File: src/rtl/id_stage_pipe.sv
// id_stage_pipe
//   Instruction-decode stage with an integrated ID/EX pipeline register.
//   Decodes one RV32 instruction per cycle into register operands, a
//   sign-extended immediate and EX/MEM/WB control bundles. It also holds the
//   register file (with optional WB->read bypass), detects load-use hazards
//   against EX, and handles valid/ready back-pressure, flush and a saturating
//   hazard-stall counter.
//
// Ports
//   i_clk, i_reset        clock, synchronous active-high reset
//   i_valid / o_ready     IF -> ID handshake
//   i_instr, i_pc         instruction word and its PC
//   i_flush               kill the ID/EX entry and block capture
//   i_exMemRead, i_exRd   load-in-EX information for hazard detection
//   i_wrSig/i_wrReg/i_wrData  register-file write port from WB
//   o_valid / i_ready     ID -> EX handshake
//   o_pc, o_rdData1, o_rdData2, o_immediate, o_rs1, o_rs2, o_rd  payload
//   o_ctrlEX   {alu_op[1:0], alu_src[1:0], func3[2:0], func7[6:0]}
//              alu_op : 00 add, 01 branch compare, 10 R-type, 11 I-type ALU
//              alu_src: [1] operand A = pc, [0] operand B = immediate
//   o_ctrlMEM  {branch, jump, mem_read, mem_write}
//   o_ctrlWB   {reg_write, mem_to_reg[1:0], is_load, load_func3[2:0]}
//              mem_to_reg: 00 ALU, 01 memory, 10 pc+4, 11 immediate
//   o_stallCnt saturating count of hazard-stall cycles
module id_stage_pipe #(
  parameter int XLEN   = 32,
  parameter int NREG   = 32,
  parameter int BYPASS = 1
) (
  input  logic                     i_clk,
  input  logic                     i_reset,
  input  logic                     i_valid,
  output logic                     o_ready,
  input  logic [31:0]              i_instr,
  input  logic [XLEN-1:0]          i_pc,
  input  logic                     i_flush,
  input  logic                     i_exMemRead,
  input  logic [$clog2(NREG)-1:0]  i_exRd,
  input  logic                     i_wrSig,
  input  logic [$clog2(NREG)-1:0]  i_wrReg,
  input  logic [XLEN-1:0]          i_wrData,
  output logic                     o_valid,
  input  logic                     i_ready,
  output logic [XLEN-1:0]          o_pc,
  output logic [XLEN-1:0]          o_rdData1,
  output logic [XLEN-1:0]          o_rdData2,
  output logic [XLEN-1:0]          o_immediate,
  output logic [$clog2(NREG)-1:0]  o_rs1,
  output logic [$clog2(NREG)-1:0]  o_rs2,
  output logic [$clog2(NREG)-1:0]  o_rd,
  output logic [13:0]              o_ctrlEX,
  output logic [3:0]               o_ctrlMEM,
  output logic [6:0]               o_ctrlWB,
  output logic [31:0]              o_stallCnt
);

  localparam int RW = $clog2(NREG);

  localparam logic [6:0] OP_R      = 7'b0110011;
  localparam logic [6:0] OP_IMM    = 7'b0010011;
  localparam logic [6:0] OP_LOAD   = 7'b0000011;
  localparam logic [6:0] OP_STORE  = 7'b0100011;
  localparam logic [6:0] OP_BRANCH = 7'b1100011;
  localparam logic [6:0] OP_JAL    = 7'b1101111;
  localparam logic [6:0] OP_JALR   = 7'b1100111;
  localparam logic [6:0] OP_LUI    = 7'b0110111;
  localparam logic [6:0] OP_AUIPC  = 7'b0010111;

  function automatic logic signed [XLEN-1:0] gen_imm(input logic [31:0] ins);
    logic signed [31:0] imm32;
    case (ins[6:0])
      OP_IMM, OP_LOAD, OP_JALR: imm32 = {{20{ins[31]}}, ins[31:20]};
      OP_STORE:                 imm32 = {{20{ins[31]}}, ins[31:25], ins[11:7]};
      OP_BRANCH:                imm32 = {{20{ins[31]}}, ins[7], ins[30:25], ins[11:8], 1'b0};
      OP_LUI, OP_AUIPC:         imm32 = {ins[31:12], 12'b0};
      OP_JAL:                   imm32 = {{12{ins[31]}}, ins[19:12], ins[20], ins[30:21], 1'b0};
      default:                  imm32 = '0;
    endcase
    // Size cast of a signed value sign-extends to XLEN.
    return XLEN'(imm32);
  endfunction

  function automatic logic [31:0] sat_inc(input logic [31:0] cnt);
    return (cnt == 32'hFFFF_FFFF) ? cnt : cnt + 32'd1;
  endfunction

  logic [XLEN-1:0] rf [NREG];

  logic [6:0]               opcode;
  logic [RW-1:0]            rs1_idx, rs2_idx, rd_idx;
  logic [1:0]               alu_op, alu_src;
  logic [3:0]               ctrl_mem;
  logic [6:0]               ctrl_wb;
  logic                     uses_rs1, uses_rs2;
  logic signed [XLEN-1:0]   imm;
  logic [XLEN-1:0]          rd_data1, rd_data2;
  logic                     hazard, accept;

  logic                     vld_p1;
  logic [XLEN-1:0]          pc_p1, rd_data1_p1, rd_data2_p1;
  logic signed [XLEN-1:0]   imm_p1;
  logic [RW-1:0]            rs1_p1, rs2_p1, rd_p1;
  logic [13:0]              ctrl_ex_p1;
  logic [3:0]               ctrl_mem_p1;
  logic [6:0]               ctrl_wb_p1;
  logic [31:0]              stall_cnt_p1;

  // ---- ID stage: decode, register read, hazard ----
  assign opcode  = i_instr[6:0];
  assign rs1_idx = i_instr[15 +: RW];
  assign rs2_idx = i_instr[20 +: RW];
  assign rd_idx  = i_instr[7 +: RW];
  assign imm     = gen_imm(i_instr);

  always_comb begin
    alu_op   = 2'b00;
    alu_src  = 2'b00;
    ctrl_mem = 4'b0000;
    ctrl_wb  = 7'b0000000;
    case (opcode)
      OP_R:      begin alu_op = 2'b10;                   ctrl_wb = 7'b1000000; end
      OP_IMM:    begin alu_op = 2'b11; alu_src = 2'b01;  ctrl_wb = 7'b1000000; end
      OP_LOAD:   begin alu_src = 2'b01; ctrl_mem = 4'b0010;
                       ctrl_wb = {1'b1, 2'b01, 1'b1, i_instr[14:12]}; end
      OP_STORE:  begin alu_src = 2'b01; ctrl_mem = 4'b0001; end
      OP_BRANCH: begin alu_op = 2'b01; ctrl_mem = 4'b1000; end
      OP_JAL:    begin alu_src = 2'b11; ctrl_mem = 4'b0100; ctrl_wb = 7'b1100000; end
      OP_JALR:   begin alu_src = 2'b01; ctrl_mem = 4'b0100; ctrl_wb = 7'b1100000; end
      OP_LUI:    begin alu_src = 2'b01;                  ctrl_wb = 7'b1110000; end
      OP_AUIPC:  begin alu_src = 2'b11;                  ctrl_wb = 7'b1000000; end
      default:   ;
    endcase
  end

  assign uses_rs1 = !(opcode == OP_LUI || opcode == OP_AUIPC || opcode == OP_JAL);
  assign uses_rs2 = (opcode == OP_R) || (opcode == OP_STORE) || (opcode == OP_BRANCH);

  // Index 0 is hard-wired to zero; the WB bypass only applies to real registers.
  always_comb begin
    rd_data1 = (rs1_idx == '0) ? '0 : rf[rs1_idx];
    rd_data2 = (rs2_idx == '0) ? '0 : rf[rs2_idx];
    if (BYPASS != 0 && i_wrSig && i_wrReg == rs1_idx && rs1_idx != '0) rd_data1 = i_wrData;
    if (BYPASS != 0 && i_wrSig && i_wrReg == rs2_idx && rs2_idx != '0) rd_data2 = i_wrData;
  end

  assign hazard = i_valid && i_exMemRead && (i_exRd != '0) &&
                  ((uses_rs1 && rs1_idx == i_exRd) || (uses_rs2 && rs2_idx == i_exRd));
  assign o_ready = !hazard && !i_flush && (!vld_p1 || i_ready);
  assign accept  = i_valid && o_ready;

  always_ff @(posedge i_clk) begin
    if (i_reset) begin
      for (int i = 0; i < NREG; i++) rf[i] <= '0;
    end else if (i_wrSig && i_wrReg != '0) begin
      rf[i_wrReg] <= i_wrData;
    end
  end

  // ---- ID/EX register ----
  always_ff @(posedge i_clk) begin
    if (i_reset) begin
      vld_p1       <= 1'b0;
      stall_cnt_p1 <= '0;
      pc_p1        <= '0;
      rd_data1_p1  <= '0;
      rd_data2_p1  <= '0;
      imm_p1       <= '0;
      rs1_p1       <= '0;
      rs2_p1       <= '0;
      rd_p1        <= '0;
      ctrl_ex_p1   <= '0;
      ctrl_mem_p1  <= '0;
      ctrl_wb_p1   <= '0;
    end else begin
      if (hazard && !i_flush) stall_cnt_p1 <= sat_inc(stall_cnt_p1);
      if (i_flush) begin
        vld_p1 <= 1'b0;
      end else if (accept) begin
        vld_p1      <= 1'b1;
        pc_p1       <= i_pc;
        rd_data1_p1 <= rd_data1;
        rd_data2_p1 <= rd_data2;
        imm_p1      <= imm;
        rs1_p1      <= rs1_idx;
        rs2_p1      <= rs2_idx;
        rd_p1       <= rd_idx;
        ctrl_ex_p1  <= {alu_op, alu_src, i_instr[14:12], i_instr[31:25]};
        ctrl_mem_p1 <= ctrl_mem;
        ctrl_wb_p1  <= ctrl_wb;
      end else if (!vld_p1 || i_ready) begin
        vld_p1 <= 1'b0;
      end
    end
  end

  assign o_valid     = vld_p1;
  assign o_pc        = pc_p1;
  assign o_rdData1   = rd_data1_p1;
  assign o_rdData2   = rd_data2_p1;
  assign o_immediate = imm_p1;
  assign o_rs1       = rs1_p1;
  assign o_rs2       = rs2_p1;
  assign o_rd        = rd_p1;
  assign o_ctrlEX    = ctrl_ex_p1;
  assign o_ctrlMEM   = ctrl_mem_p1;
  assign o_ctrlWB    = ctrl_wb_p1;
  assign o_stallCnt  = stall_cnt_p1;

endmodule
File: config.mk
export PLATFORM = sky130hd
export DESIGN_NAME = id_stage_pipe
export DESIGN_NICKNAME = d
export VERILOG_FILES = /design/src/rtl/id_stage_pipe.sv
export SDC_FILE = /design/constraint.sdc
export NUM_CORES = 2
export LEC_CHECK = 0
export BUFFER_PORTS_ARGS = -buffer_cell sky130_fd_sc_hd__buf_2
export CAP_MARGIN = 20
export CORE_ASPECT_RATIO = 0.7
export CORE_MARGIN = 2
export CORE_UTILIZATION = 58
export CTS_BUF_LIST = sky130_fd_sc_hd__clkbuf_8
export DETAILED_ROUTE_END_ITERATION = 10
export PLACE_DENSITY = 0.87
export SLEW_MARGIN = 0
export SYNTH_ARGS = -nofsm -noshare
export SYNTH_HDL_FRONTEND = slang
export SYNTH_SLANG_ARGS = --single-unit
File: constraint.sdc
create_clock -name i_clk -period 5.7 [get_ports i_clk]
set_clock_uncertainty 0.15 [all_clocks]
set_input_delay 0.57 -clock i_clk [delete_from_list [all_inputs] [get_ports i_clk]]
set_output_delay 0.57 -clock i_clk [all_outputs]
set_load 0.005 [all_outputs]
==> summary.txt <==
Finish
  – Final Util: 0.651
  – Layout Area Growth over Synthesis: 11.0%
  – Layout Nets: 4,970
  – Flip-flop and latch area: 34,800 um^2
  – Final cell count without fillers: 6,428
  – Multi-input gate area: 26,100 um^2
  – FILL cells: 7,072
  – Layout cells sized above 1: 0.240

Die
  – Die width: around 400 um
  – DIE HEIGHT: 279 um
  – Starting Density: 0.587
  – IO Pins: 315
  – Core Region: 107,000 um^2
  – Die area: 111,000 um^2
  – Site row count: 100

Place
  – Placed insts: 6,037
  – Dpl hpwl: approximately 120,000 um
  – Final GP Congestion: about 0.95
  – PortBufs: 314

Global routing
  – GRT Total Usage: 0.361
  – First-pass GRT wire length: 294,000 um
  – Initial antenna violation count: 16
  – Largest net degree at the start of global routing: between 150 and 200
  – GRT overflow: 0
  – Vias in the first global route: between 40,000 and 50,000

Synth
  – Main combinational cell family by area after synthesis: multiplexers
  – XOR/XNOR Fraction of Synth Area: 0.00252
  – Syn Inst Count: 4,633
  – Compound-gate portion of the synthesized area: 0.0625
  – Synthesized area per cell: 13.5 um^2
  – Largest cells by area after synthesis: edfxtp_1 49%, mux4_2 16%, and2_1 10%
  – Sequential-to-total area share from yosys stat: 0.555
  – Post-synth EDFFs: 1,024
  – Post-synth top area share: 0.491
  – Post-synthesis async set-or-reset flop share: 0
  – YS warnings: 0
  – Syn Std Cell Area: 62,600 um^2
  – Area leader, netlist: edfxtp_1
  – Unique masters post-synth: a little under 60
  – Number of synthesized register bits: 1,225
  – Post-Synth Adder-Cell Area: 0.000200
  – Most common flop cell mapped by yosys: edfxtp_1
  – Simple-Gate Fraction of Synth Area: 0.149
  – Post-synthesis mux area share: 0.198

Routing
  – Vias: 46,005
  – Detailed Route WL: 202,000 um
  – Drt wl/cell: 31.5 um
  – Routed Antenna Nets: 0
  – Drt drc: 0
  – 1st-iter DRT viols: 8,491
  – DRT Pass-1 Iters: 7
  – Via density per instance: 7.16

Worst setup path
  – Crit-path slowest cell: nor4b_1
  – Data arrival, critical path: 3.44 ns
  – Setup crit start: i_instr[4]
  – Slowest Stage Delay on Critical Path: 0.91 ns
  – Critical Path End Type: primary output
  – CP Launch Type: input port
  – Worst R2R Start: o_stallCnt[0]
  – Crit-path max FO: 11
  – Worst EP required: 4.98 ns
  – CP Class: in2out
  – Most common cell on crit path: buf_2
  – Reg2Reg Setup Slack: 2.84 ns
  – Cell Chain, Critical Path: buf_2, or3b_1, a21oi_1, nor4_1, nor4b_1, buf_2
  – Worst reg2reg endpoint: o_stallCnt[16]
  – Reg2Reg Depth: 8

Timing
  – Endpoints failing setup: 0
  – RSZ-0062 raised after global routing: no
  – Fmax: between 200 and 250 MHz
  – Minimum clock period: 4.16 ns
  – Worst-Margin Slew: about 1.2 ns
  – Hold slack: 0.0538 ns
  – Post-route clock period utilization: 0.729
  – Setup total negative slack: 0 ns
  – Slew headroom: 0.187
  – Max Slew Vio Count: 0
  – Hold Vio Cnt, Final: 0

CTS
  – Worst-skew pair later-pin latency: 0.88 ns
  – H-tree Lvls: 4
  – Longest Clk Path Bufs: 3
  – CTS tree: built
  – TritonCTS buffer count: 174
  – Clock slew at the register clock pins of the worst setup and hold paths: ~0.07 ns
  – Clock Sinks: 1,225
  – CTS root buf: clkbuf_8

Pwr
  – Worst vdd ir: 0.225 mV
  – P per Cell Area: 284 nW/um^2
  – Leakage: 25.0 nW
  – Total design power: 0.0197 W

Min path
  – Worst Hold Depth: 3
  – Hold worst-path end: o_rs1[1]
  – Hold wc startpoint: i_instr[16]
  – Hold Path Class: in2reg

Run status
  – Status: finished, final reports clean

Flow run
  – Maxcap violations: 0
## worst max-delay path: cells and delay by family
family          cells  cell delay, ns
compound gates      1            0.80
simple gates        3            1.58
buf+inv             2            0.47
## synthesized netlist by cell type, drive strengths merged, types with 2 or more instances
master and count:
and2 997, or4 26, o21ai 7, o31ai 25, and4 6, nand3 29
a21oi 144, or3b 4, o22ai 94, nor4b 3, clkbuf 339, nand4b 2
a221oi 5, and3 9, mux4 440, xor2 5, nor3b 4, a21boi 2
mux2 12, nand4 8, edfxtp 1024, buf 143, nor3 66, nand2 231
o211ai 5, or2 32, a211oi 153, nand2b 7, inv 4, a32oi 64
or3 6, nand3b 9, a22oi 66, nor4 5, nor2b 41, mux2i 235
dfxtp 201, nor2 155, xnor2 13
## cell usage in the layout, fill, tap and decap left out, types with 66 or more instances in the layout
cell type / netlist / routed
a211oi_1: 152 / 151
mux2i_1: 235 / 235
a22oi_1: 66 / 66
nor2_1: 155 / 121
dfxtp_1: 201 / 201
a21oi_1: 144 / 144
buf_2: 114 / 307
mux4_2: 440 / 440
nand2_1: 231 / 231
clkbuf_8: 0 / 195
and2_1: 997 / 996
inv_1: 4 / 74
o22ai_1: 94 / 94
buf_4: 17 / 101
edfxtp_1: 1024 / 1024
## metal layers
metal | up-vias | track usage | routed length [um]
met1 | 22038 | 0.475 | 66200
met2 | 4902 | 0.522 | 87700
met4 | 10 | 0.219 | 14600
met3 | 1074 | 0.123 | 33700
li1 | 17981 | - | -
met5 | - | 0 | 50
## cells by family (layout without fill, tap and decap cells)
kind of cell | count (synthesis) | in the layout
simple gates | 1642 | 1642
fa+ha+maj | 1 | 1
flops | 1225 | 1225
compound gates | 573 | 573
mux | 687 | 687
buf+inv | 486 | 811
xor+xnor | 18 | 18
other cells | 1 | 43
## worst max-delay path by stage
stage | endpoint | depth (start not counted)
6_report | o_ready | 6
5_1_grt | o_ready | 6
4_1_cts | o_ready | 6
3_5_place_dp | o_rdData2[19] | 8
3_3_place_gp | o_rdData1[0] | 7
2_1_floorplan | o_immediate[3] | 8
## timing repair
item                                   4_1_cts  5_1_grt
hold buffers                                56        0
buffers inserted                             0        0
endpoints found under the hold margin       78        0
resized for setup                            0        0
## report_power, final
| group | internal (W) | switching (W) |
|---|---|---|
| Clock | 0.00334 | 0.00351 |
| Combinational | 0.000998 | 0.00142 |
| Sequential | 0.0102 | 0.000302 |
## sequential cells by signal, indices dropped and copies added (netlist names), 7 cells and up
register / flops
o_rdData1: 32
o_rdData2: 32
o_ctrlWB: 7
o_stallCnt: 32
o_ctrlEX: 14
rf: 1024
o_pc: 32
o_immediate: 32
## stage by stage
stage,worst slack (ns),instance area [um^2]
after global routing,1.54,69500
after floorplan,3.10,62700
after detailed placement,1.58,65300
after global placement,1.67,65300
final,1.54,69500
after CTS,1.86,69200
## cell type report
cell class	instances	share of cell area
diodes	11	0.000396
clock buffers	195	0.0386
clock inverters	114	0.00857
inverters	4	0.000216
multi-input cells	2953	0.375
flip-flops and latches	1225	0.500
well taps	1428	0.0257
repair buffers	498	0.0508
(Power assumes the default switching activity.)
